`config.mk`:
```
export PLATFORM = sky130hd
export DESIGN_NAME = fifo_array_fsm
export DESIGN_NICKNAME = d
export VERILOG_FILES = /design/src/rtl/fifo_array_fsm.sv
export SDC_FILE = /design/constraint.sdc
export NUM_CORES = 1
export LEC_CHECK = 0
export BUFFER_PORTS_ARGS = -buffer_cell sky130_fd_sc_hd__buf_2
export CAP_MARGIN = 25
export CORE_UTILIZATION = 45
export DETAILED_ROUTE_END_ITERATION = 8
export HOLD_SLACK_MARGIN = 0.02
export PLACE_DENSITY = 0.77
export SYNTH_ARGS = -nofsm -noshare
export SYNTH_HDL_FRONTEND = slang
export SYNTH_SLANG_ARGS = --single-unit
export TNS_END_PERCENT = 30
```
`constraint.sdc`:
```
create_clock -name clk -period 2 [get_ports clk]
set_input_delay 0.6 -clock clk [delete_from_list [all_inputs] [get_ports clk]]
set_output_delay 0.6 -clock clk [all_outputs]
set_load 0.02 [all_outputs]
```
`src/rtl/fifo_array_fsm.sv`:
```
// fifo_array_fsm
//   Control state machine for an array of NUM_FIFOS FIFOs. It latches the
//   almost-full/almost-empty thresholds on init, drives the FIFO bank reset,
//   and reports whether the array is idle or carrying traffic. ACTIVE returns
//   to IDLE only after IDLE_CNT consecutive all-empty cycles.
//
//   Optional feature macro: FSM_ERROR_EN
//     defined   : any full flag seen in IDLE/ACTIVE enters a sticky ERROR state
//     undefined : fulls ignored, ERROR unreachable, error tied low
//
// Ports
//   clk             rising-edge clock
//   reset_L         asynchronous active-low reset
//   init            synchronous init request (latch thresholds, release FIFO reset)
//   High_Threshold  almost-full threshold to latch    [TH_W]
//   Low_Threshold   almost-empty threshold to latch   [TH_W]
//   empties         per-FIFO empty flags              [NUM_FIFOS]
//   fulls           per-FIFO full flags               [NUM_FIFOS]
//   sup_Threshold   latched high threshold            [TH_W]
//   inf_Threshold   latched low threshold             [TH_W]
//   state           one-hot registered state          [5]
//   fifo_reset_L    active-low reset to the FIFO bank
//   idle            high while in IDLE
//   error           high while in ERROR
module fifo_array_fsm #(
  parameter int NUM_FIFOS = 8,
  parameter int TH_W      = 3,
  parameter int IDLE_CNT  = 4
) (
  input  logic                 clk,
  input  logic                 reset_L,
  input  logic                 init,
  input  logic [TH_W-1:0]      High_Threshold,
  input  logic [TH_W-1:0]      Low_Threshold,
  input  logic [NUM_FIFOS-1:0] empties,
  input  logic [NUM_FIFOS-1:0] fulls,
  output logic [TH_W-1:0]      sup_Threshold,
  output logic [TH_W-1:0]      inf_Threshold,
  output logic [4:0]           state,
  output logic                 fifo_reset_L,
  output logic                 idle,
  output logic                 error
);

  localparam int CNT_W = $clog2(IDLE_CNT + 1);
  localparam logic [CNT_W-1:0] CNT_LAST = CNT_W'(IDLE_CNT - 1);

  typedef enum logic [4:0] {
    S_RESET  = 5'b00001,
    S_INIT   = 5'b00010,
    S_IDLE   = 5'b00100,
    S_ACTIVE = 5'b01000,
    S_ERROR  = 5'b10000
  } state_e;

  state_e           state_q, state_n;
  logic [CNT_W-1:0] cnt_q, cnt_n;
  logic [TH_W-1:0]  sup_n, inf_n;
  logic             frst_n, idle_n, error_n;
  logic             all_empty;
  logic             full_hit;

  assign all_empty = &empties;
  assign state     = state_q;

`ifdef FSM_ERROR_EN
  assign full_hit = |fulls;
`else
  logic unused_fulls;
  assign full_hit     = 1'b0;
  assign unused_fulls = ^fulls;
`endif

  // Next-state / next-output logic
  always_comb begin
    state_n = state_q;
    cnt_n   = cnt_q;
    sup_n   = sup_Threshold;
    inf_n   = inf_Threshold;
    frst_n  = fifo_reset_L;

    if (init) begin
      // init overrides every state, including ERROR
      state_n = S_INIT;
      sup_n   = High_Threshold;
      inf_n   = Low_Threshold;
      frst_n  = 1'b1;
      cnt_n   = '0;
    end else begin
      unique case (state_q)
        S_RESET: state_n = S_RESET;
        S_INIT: begin
          state_n = S_IDLE;
          cnt_n   = '0;
        end
        S_IDLE: begin
          cnt_n = '0;
          if (full_hit)        state_n = S_ERROR;
          else if (!all_empty) state_n = S_ACTIVE;
        end
        S_ACTIVE: begin
          if (full_hit) begin
            state_n = S_ERROR;
          end else if (all_empty) begin
            // counter never passes CNT_LAST, so it cannot wrap
            if (cnt_q == CNT_LAST) begin
              state_n = S_IDLE;
              cnt_n   = '0;
            end else begin
              cnt_n = cnt_q + CNT_W'(1);
            end
          end else begin
            cnt_n = '0;
          end
        end
        S_ERROR: state_n = S_ERROR;
        default: begin
          state_n = S_RESET;
          cnt_n   = '0;
        end
      endcase
    end

    idle_n = (state_n == S_IDLE);
`ifdef FSM_ERROR_EN
    error_n = (state_n == S_ERROR);
`else
    error_n = 1'b0;
`endif
  end

  // State and output registers
  always_ff @(posedge clk or negedge reset_L) begin
    if (!reset_L) begin
      state_q       <= S_RESET;
      cnt_q         <= '0;
      sup_Threshold <= '0;
      inf_Threshold <= '0;
      fifo_reset_L  <= 1'b0;
      idle          <= 1'b0;
      error         <= 1'b0;
    end else begin
      state_q       <= state_n;
      cnt_q         <= cnt_n;
      sup_Threshold <= sup_n;
      inf_Threshold <= inf_n;
      fifo_reset_L  <= frst_n;
      idle          <= idle_n;
      error         <= error_n;
    end
  end

endmodule

```
==> flow_metrics.tcl, run 1 <==
set metrics [dict create \
    dominantRegCellSynth "dfrtp_1" \
    die_area_sq_mm 0.00213 \
    path_class "reg2out" \
    hold_viol 0 \
    numClockSinks 16 \
    critPathSlowestCell "dfrtp_1" \
    grt_pass1_wl_um 2750 \
    antenna_found_initial 0 \
    clock_latency_ns 0.28 \
    min_period_ns 1.73 \
    cts_made_buffers 3 \
    vias 666 \
    hpwl_um 1250 \
    mostFrequentLayoutCell "buf_2" \
    critPathArrivalTime_ns 1.13 \
    portBuffers 29 \
    outcome "finished, final reports clean" \
    final_cell_area_sq_mm 0.00102 \
    async_flop_share_pct 100 \
    first_pass_iters 4 \
    grt_max_degree 17 \
    p_int_mw 0.475 \
    viasPerCell 5.33 \
    layout-drive-gt1-share_pct 47.0 \
    grt_pass1_vias 650 \
    cts.root.buffer_cell "clkbuf_4" \
    crit_path_max_fanout 12 \
    path_buf_inv 1 \
    fmax_ghz 0.578 \
    rsz0062_at_grt "false" \
    p_comb_share_pct 18.4 \
    pwr-share-clk_pct 26.4 \
    htree_levels 1 \
    die_x_um 46.2 \
    drt_wl_total_um 1670 \
    cts_hold_buf 0 \
    power_mw 0.655 \
    endpoint_kind "primary output" \
    final_cell_mix "29 x buf_2, 15 x dfrtp_1, 6 x mux2_2" \
    tritoncts "done" \
    finalSetupViolCount 0 \
    gr-usage-all-layers_pct 18.6 \
    drc_errors 0 \
    synth_cells 72 \
    routedWlPerCell_um 13.4 \
    switching_share_pct 27.6 \
    r2r-end "state[3]" \
    placed_area_sq_um 993 \
    synth_area_sq_um 877 \
    yosys.cell_types.count 34 \
    cp_cell_sequence "buf_2" \
    tightest_slew_ns 0.501 \
    core_sq_mm 0.00178 \
    path_clk_slew_ns 0.09 \
    seqPwrFrac_pct 55.2 \
    ys_ff_latch 16 \
    r2r_start "cnt_q[0]" \
    path_delay_family "flip-flops" \
    drt-initial-drc-count 9 \
    min_path_type "in2async" \
    power.switching_mw 0.181 \
    postRouteAntennaNets 0 \
    yosys_warnings 0 \
    cts_setup_buffers 0 \
    hold_ws_ns 0.209 \
    clock_path_buffers 2 \
    post-route-period-util_pct 86.5 \
    slew_headroom_pct 66.3 \
    initial_utilization_pct 49.2 \
    seq_area_frac_synth_pct 45.8 \
    p_leak_nw 0.461 \
    cp-start-kind "flip-flop" \
    grt_overflow_total 0 \
    crit_required_ns 1.40 \
    fp.dieH_um 46.2 \
    power_density_mw_per_mm2 643 \
    fin_setup_tns_ns 0 \
    vdd_drop_max_v 0.000419 \
    n_antenna_cell 0 \
    cpPeakStageDelay_ns 0.60 \
    rrSetupSlack_ns 0.46 \
    ff2ff_path_depth 4 \
    io_pins 39 \
    skew_ns 0.00709 \
    area_delta_synth_final_pct 16.3 \
    row_count 15 \
    max-cap-violations 0 \
    synth_edf_count 0 \
    nets 127 \
    maxSlewViolCount 0 \
    synth_nets 98 \
    syn_avg_cell_area_sq_um 12.2 \
    cts_resized 0 \
    gp_congestion 0.759 \
]
==> state kept, by name, summed over array words and instances (netlist names) <==
| name | cells |
|---|---|
| cnt_q | 3 |
| fifo_reset_L | 1 |
| idle | 1 |
| inf_Threshold | 3 |
| state | 5 |
| sup_Threshold | 3 |
==> power by group through the flow <==
| stage | clock (mW) | sequential, mW | combinational (mW) |
|---|---|---|---|
| after global routing | 0.191 | 0.365 | 0.133 |
| after CTS | 0.182 | 0.362 | 0.122 |
| after global placement | 0 | 0.367 | 0.118 |
| after floorplan | 0 | 0.384 | 0.0683 |
| final | 0.173 | 0.362 | 0.120 |
| after detailed placement | 0 | 0.368 | 0.122 |
==> layer usage <==
| metal | track usage [%] | wire length, um |
|---|---|---|
| met1 | 21.1 | 719 |
| met2 | 30.4 | 826 |
| met3 | 4.31 | 107 |
| met4 | 13.5 | 22 |
| met5 | 0 | 0 |
==> worst max path at each step <==
stage	from	to	slack, ns	depth (start not counted)
after global placement	init	idle	0.16	4
after global routing	state[3]	state[3]	0.23	1
after detailed placement	init	idle	0.14	4
final	state[3]	state[3]	0.27	1
after CTS	state[3]	state[3]	0.28	1
after floorplan	init	idle	0.34	3
==> cells by family (layout without fill, tap and decap cells) <==
family | Yosys count | in the layout | share of synthesized area (%)
AND/OR/NAND/NOR | 27 | 27 | 22.1
flip-flops | 16 | 16 | 45.8
AO/OA/AOI/OAI | 10 | 10 | 10.6
buffers and inverters | 8 | 36 | 8.99
multiplexers | 6 | 6 | 7.70
XOR/XNOR | 3 | 3 | 3.00
adder cells (fa/ha/maj) | 1 | 1 | 1.43
other | 1 | 1 | 0.428
==> final cells by class <==
type / instances / area, sq um
clock buffers: 4 / 26.3
flip-flops and latches: 16 / 402
repair buffers: 31 / 160
inverters: 1 / 3.75
well taps: 25 / 31.3
multi-input cells: 48 / 397
fillers: 167 / 763
==> metrics by stage <==
stage	util, %	setup slack [ns]	cells
after floorplan	-	0.340	72
after global placement	55.7	0.155	121
after detailed placement	55.7	0.145	121
after CTS	57.2	0.277	125
after global routing	57.2	0.225	125
final	57.2	0.271	125
==> synth_stat cells, types with 2 or more instances <==
| library cell | n | area, sq um |
|---|---|---|
| dfrtp_1 | 15 | 375 |
| mux2_2 | 6 | 67.6 |
| nand4_1 | 4 | 25.0 |
| nor2_1 | 4 | 15.0 |
| nor3_1 | 4 | 20.0 |
| xor2_1 | 3 | 26.3 |
| a31o_1 | 2 | 17.5 |
| and4_1 | 2 | 17.5 |
| buf_4 | 2 | 15.0 |
| buf_6 | 2 | 22.5 |
| nand3_1 | 2 | 10.0 |
| nor4b_1 | 2 | 17.5 |
| o21ai_0 | 2 | 10.0 |
| o31ai_1 | 2 | 15.0 |
Note: power is estimated with default switching activity, not from simulation.
==> run 2: changes to the inputs <==
- ABC_AREA: unset -> 1
- CORE_UTILIZATION: 45 -> 46
- CTS_BUF_LIST: unset -> sky130_fd_sc_hd__clkbuf_4
- PLACE_DENSITY: 0.77 -> 0.8
- SKIP_LAST_GASP: unset -> 1
==> flow_metrics.tcl, run 2 <==
set metrics [dict create \
    synth_common_cells "29 x nand2_1, 15 x dfrtp_1, 7 x inv_1" \
    critPathArrivalTime_ns 1.05 \
    viasPerCell 4.92 \
    final_cell_area_sq_um 950 \
    nets 147 \
    synth_area_sq_um 781 \
    clock_path_buffers 2 \
    synth.largest_area_cell "dfrtp_1" \
    crit_path_max_fanout 4 \
    routedWlPerCell_um 10.5 \
    busiest_layer "met2" \
    min_path_type "in2async" \
    gp_congestion 0.756 \
    layout-drive-gt1-share_pct 40.8 \
    critPathSlowestCell "dfstp_2" \
    grt_max_degree 17 \
    cp-start-kind "flip-flop" \
    fin_setup_tns_ns 0 \
    drc_errors 0 \
    place_ws_ns 0.651 \
    io_pins 39 \
    synth_cells 90 \
    worst_slack_ns 0.354 \
    grt_use_met2_pct 31.6 \
    yosys_warnings 0 \
    drt-initial-drc-count 3 \
    cts_setup_buffers 0 \
    synth_edf_count 0 \
    met3_usage_pct 2.55 \
    die_area_sq_mm 0.00187 \
    fill_cells 156 \
    fp.dieH_um 43.2 \
    synth.most_common_cell "nand2_1" \
    final_cell_mix "29 x nand2_1, 29 x buf_2, 15 x dfrtp_1" \
    path_class "reg2out" \
    drt_wl_total_um 1430 \
    hpwl_um 1140 \
    endpoint_kind "primary output" \
    dp.cells 132 \
    row_count 14 \
    grt_overflow_total 0 \
    cts_resized 0 \
    placed_area_sq_um 923 \
    grt_pass1_wl_um 2620 \
    core_sq_mm 0.00154 \
    cts.root.buffer_cell "clkbuf_4" \
    vdd_drop_max_v 0.000375 \
    path_buf_inv 1 \
    crit_required_ns 1.40 \
    dominantRegCellSynth "dfrtp_1" \
    utilization_pct 61.6 \
    ff2ff_path_depth 6 \
    rsz0062_at_grt "false" \
    post-route-period-util_pct 82.3 \
    fmax_ghz 0.607 \
    largest_register_ffs 5 \
    numClockSinks 16 \
    grt_pass1_vias 649 \
    cpPeakStageDelay_ns 0.59 \
    finalSetupViolCount 0 \
    n_antenna_cell 0 \
    syn_avg_cell_area_sq_um 8.67 \
    grt_util_met1_pct 23.9 \
    htree_levels 1 \
    path_clk_slew_ns 0.09 \
    yosys.cell_types.count 25 \
    hold_viol 0 \
    outcome "finished, final reports clean" \
    ys_ff_latch 16 \
    gr-usage-all-layers_pct 18.7 \
    yosys-top-cells-area "dfrtp_1 48%, nand2_1 14%, nand4_1 4.0%, nor2_2 4.0%, dfstp_2 3.4%" \
    tritoncts "done" \
    path_delay_family "flip-flops" \
    skew_ns 0.00415 \
    async_flop_share_pct 100 \
    p_leak_nw 0.512 \
    synth_nets 116 \
    seq_area_frac_synth_pct 51.4 \
    first_pass_iters 4 \
    cts_hold_buf 0 \
    clock_latency_ns 0.28 \
    power_density_mw_per_mm2 658 \
    max-cap-violations 0 \
    maxSlewViolCount 0 \
    synth_top_area_share_pct 48.1 \
    fin_cells 136 \
    postRouteAntennaNets 0 \
    cts_made_buffers 3 \
    area_delta_synth_final_pct 21.6 \
    vias 669 \
    die_x_um 43.2 \
    power_mw 0.625 \
    min_period_ns 1.65 \
    antenna_found_initial 0 \
    hold_ws_ns 0.204 \
    cp_cell_sequence "buf_2" \
    initial_utilization_pct 50.6 \
    crit_cells 1 \
    portBuffers 29 \
]
==> run 2: logic make-up (layout without fill, tap and decap cells) <==
kind of cell,Yosys count,count (layout),share of synthesized area [%]
AOI/OAI and AO/OA,5,5,3.68
adders and majority gates,1,1,1.60
buffers and inverters,12,42,7.37
DFF,16,16,51.4
other,1,1,0.480
and+or+nand+nor,55,55,35.4
==> run 2: area by class of cell <==
type	instances	area [sq um]	area share, %
Sequential cell	16	402	42.3
Tap cell	16	20.0	2.11
Clock buffer	3	22.5	2.37
Timing Repair Buffer	29	145	15.3
Clock inverter	1	3.75	0.395
Multi-Input combinational cell	62	322	33.9
Inverter	9	35.0	3.69
==> run 2: worst paths after layout <==
| kind | from | endpoint | slack, ns |
|---|---|---|---|
| max | state[0] | state[0] | 0.35 |
| min | reset_L | cnt_q[2] | 0.20 |
| max reg2reg | cnt_q[0] | idle | 0.78 |
| min reg2reg | inf_Threshold[1] | inf_Threshold[1] | 0.48 |
| max in group asynchronous | reset_L | state[0] | 1.50 |
| min in group clk | inf_Threshold[1] | inf_Threshold[1] | 0.48 |
==> run 2: layer usage <==
layer / up-vias / wire (um)
li1: 340 / -
met1: 307 / 617
met2: 20 / 731
met3: 2 / 63
met4: 0 / 19
met5: - / 0
==> run 2: where the power goes <==
group / switching, mW / internal (mW) / total, mW
registers: 0.0117 / 0.341 / 0.353
clock network: 0.0981 / 0.0725 / 0.171
logic: 0.0645 / 0.0369 / 0.101
total: 0.174 / 0.451 / 0.625
==> run 3: changes to the inputs <==
- ABC_AREA: 1 -> 0
- CORE_UTILIZATION: 46 -> 43
- PLACE_DENSITY: 0.8 -> 0.77
- clock period: 2 -> 1.4 ns (I/O delays scaled with it)
==> flow_metrics.tcl, run 3 (synthesized netlist as in run 1, its figures left out) <==
set metrics [dict create \
    outcome "finished, violations left" \
    violations "setup timing" \
    cpPeakStageDelay_ns 0.55 \
    die_x_um 47.2 \
    r2r_start "state[2]" \
    viasPerCell 5.42 \
    grt_pass1_vias 723 \
    power_density_mw_per_mm2 828 \
    gr-usage-all-layers_pct 19.7 \
    initial_utilization_pct 48.2 \
    postRouteAntennaNets 0 \
    numClockSinks 16 \
    hpwl_um 1360 \
    drt-initial-drc-count 9 \
    ff2ff_path_depth 4 \
    rrSetupSlack_ns -0.02 \
    cpMostUsedCell "buf_6" \
    io_pins 39 \
    path_class "reg2out" \
    rsz0062_at_grt "true" \
    vias 748 \
    clock_latency_ns 0.29 \
    row_count 15 \
    final_cell_mix "26 x buf_2, 14 x dfrtp_1, 12 x buf_4" \
    n_antenna_cell 0 \
    drt_wl_total_um 1900 \
    post-route-period-util_pct 103 \
    vdd_drop_max_v 0.000669 \
    layout-drive-gt1-share_pct 57.5 \
    endpoint_kind "primary output" \
    portBuffers 29 \
    cp-start-kind "flip-flop" \
    p_leak_nw 0.538 \
    min_period_ns 1.44 \
    crit_required_ns 0.98 \
    core_sq_mm 0.00182 \
    hold_viol 0 \
    mostFrequentLayoutCell "buf_2" \
    maxSlewViolCount 0 \
    fmax_ghz 0.693 \
    first_pass_iters 4 \
    drc_errors 0 \
    fp.dieH_um 47.2 \
    critPathArrivalTime_ns 1.02 \
    critPathSlowestCell "dfstp_2" \
    clock_path_buffers 2 \
    grt_pass1_wl_um 2970 \
    final_cell_area_sq_mm 0.00118 \
    worst_slack_ns -0.0437 \
    r2r-end "idle" \
    htree_levels 1 \
    hold_ws_ns 0.0252 \
    grt_overflow_total 0 \
    min_path_type "in2async" \
    max-cap-violations 0 \
    area_delta_synth_final_pct 34.2 \
    routedWlPerCell_um 13.7 \
    skew_ns 0.00573 \
    antenna_found_initial 0 \
    path_clk_slew_ns 0.09 \
    placed_area_sq_mm 0.00107 \
    grt_max_degree 17 \
    cp_cell_sequence "buf_6, buf_6" \
    crit_path_max_fanout 2 \
    cts_made_buffers 3 \
    nets 140 \
    finalSetupViolCount 9 \
    tritoncts "done" \
    cts.root.buffer_cell "clkbuf_4" \
    largest_register_ffs 5 \
    gp_congestion 0.800 \
    die_area_sq_mm 0.00222 \
]
-- run 3: routing by layer --
layer / wire, um / global-route usage (%) / share of wire [%] / vias to the layer above
li1: - / - / - / 348
met1: 797 / 21.8 / 42 / 356
met2: 922 / 32.2 / 49 / 38
met3: 128 / 5.77 / 6.7 / 6
met4: 48 / 14.3 / 2.5 / 0
met5: 0 / 0 / 0 / -
-- run 3: where the power goes --
group          total (mW)  internal, mW  switching (mW)
combinational       0.226         0.108           0.118
sequential          0.507         0.491          0.0160
clock               0.242         0.104           0.139
-- run 3: stage by stage --
| stage | total power [mW] | setup WS, ns | TNS (ns) | util, % | instances |
|---|---|---|---|---|---|
| 6_report | 0.975 | -0.0437 | -0.139 | 64.7 | 138 |
| 4_1_cts | 0.976 | -0.0582 | -0.192 | 61.7 | 137 |
| 3_3_place_gp | 0.708 | -0.129 | -0.440 | 58.8 | 131 |
| 5_1_grt | 1.03 | -0.0890 | -0.715 | 64.7 | 138 |
| 3_5_place_dp | 0.716 | -0.136 | -0.610 | 58.8 | 131 |
| 2_1_floorplan | 0.646 | -0.0807 | -0.165 | - | 72 |
-- run 3: layout make-up --
class	count	area, sq um
fill	153	643
multi-input combinational	48	425
sequential	16	403
timing repair buffer	44	288
tap	25	31.3
clock buffer	3	22.5
clock inverter	1	3.75
inverter	1	3.75
-- run 3: worst max-delay path: cells and delay by family (launching register included) --
kind | cells | cell delay [ns]
buffers and inverters | 2 | 0.19
flip-flops | 1 | 0.55
-- run 3: worst max-delay path by stage --
stage | depth (start not counted) | endpoint | slack [ns] | from
2_1_floorplan | 4 | idle | -0.08 | state[1]
3_3_place_gp | 4 | idle | -0.13 | init
3_5_place_dp | 4 | idle | -0.14 | init
4_1_cts | 2 | state[0] | -0.06 | state[0]
5_1_grt | 4 | idle | -0.09 | state[2]
6_report | 2 | state[0] | -0.04 | state[0]
-- run 3: repair_timing --
item	4_1_cts	5_1_grt
setup endpoints to repair	7	12
buffers inserted	2	1
gates resized for setup	4	11
hold buffers	0	0
pin swaps	2	3
gates cloned	0	0
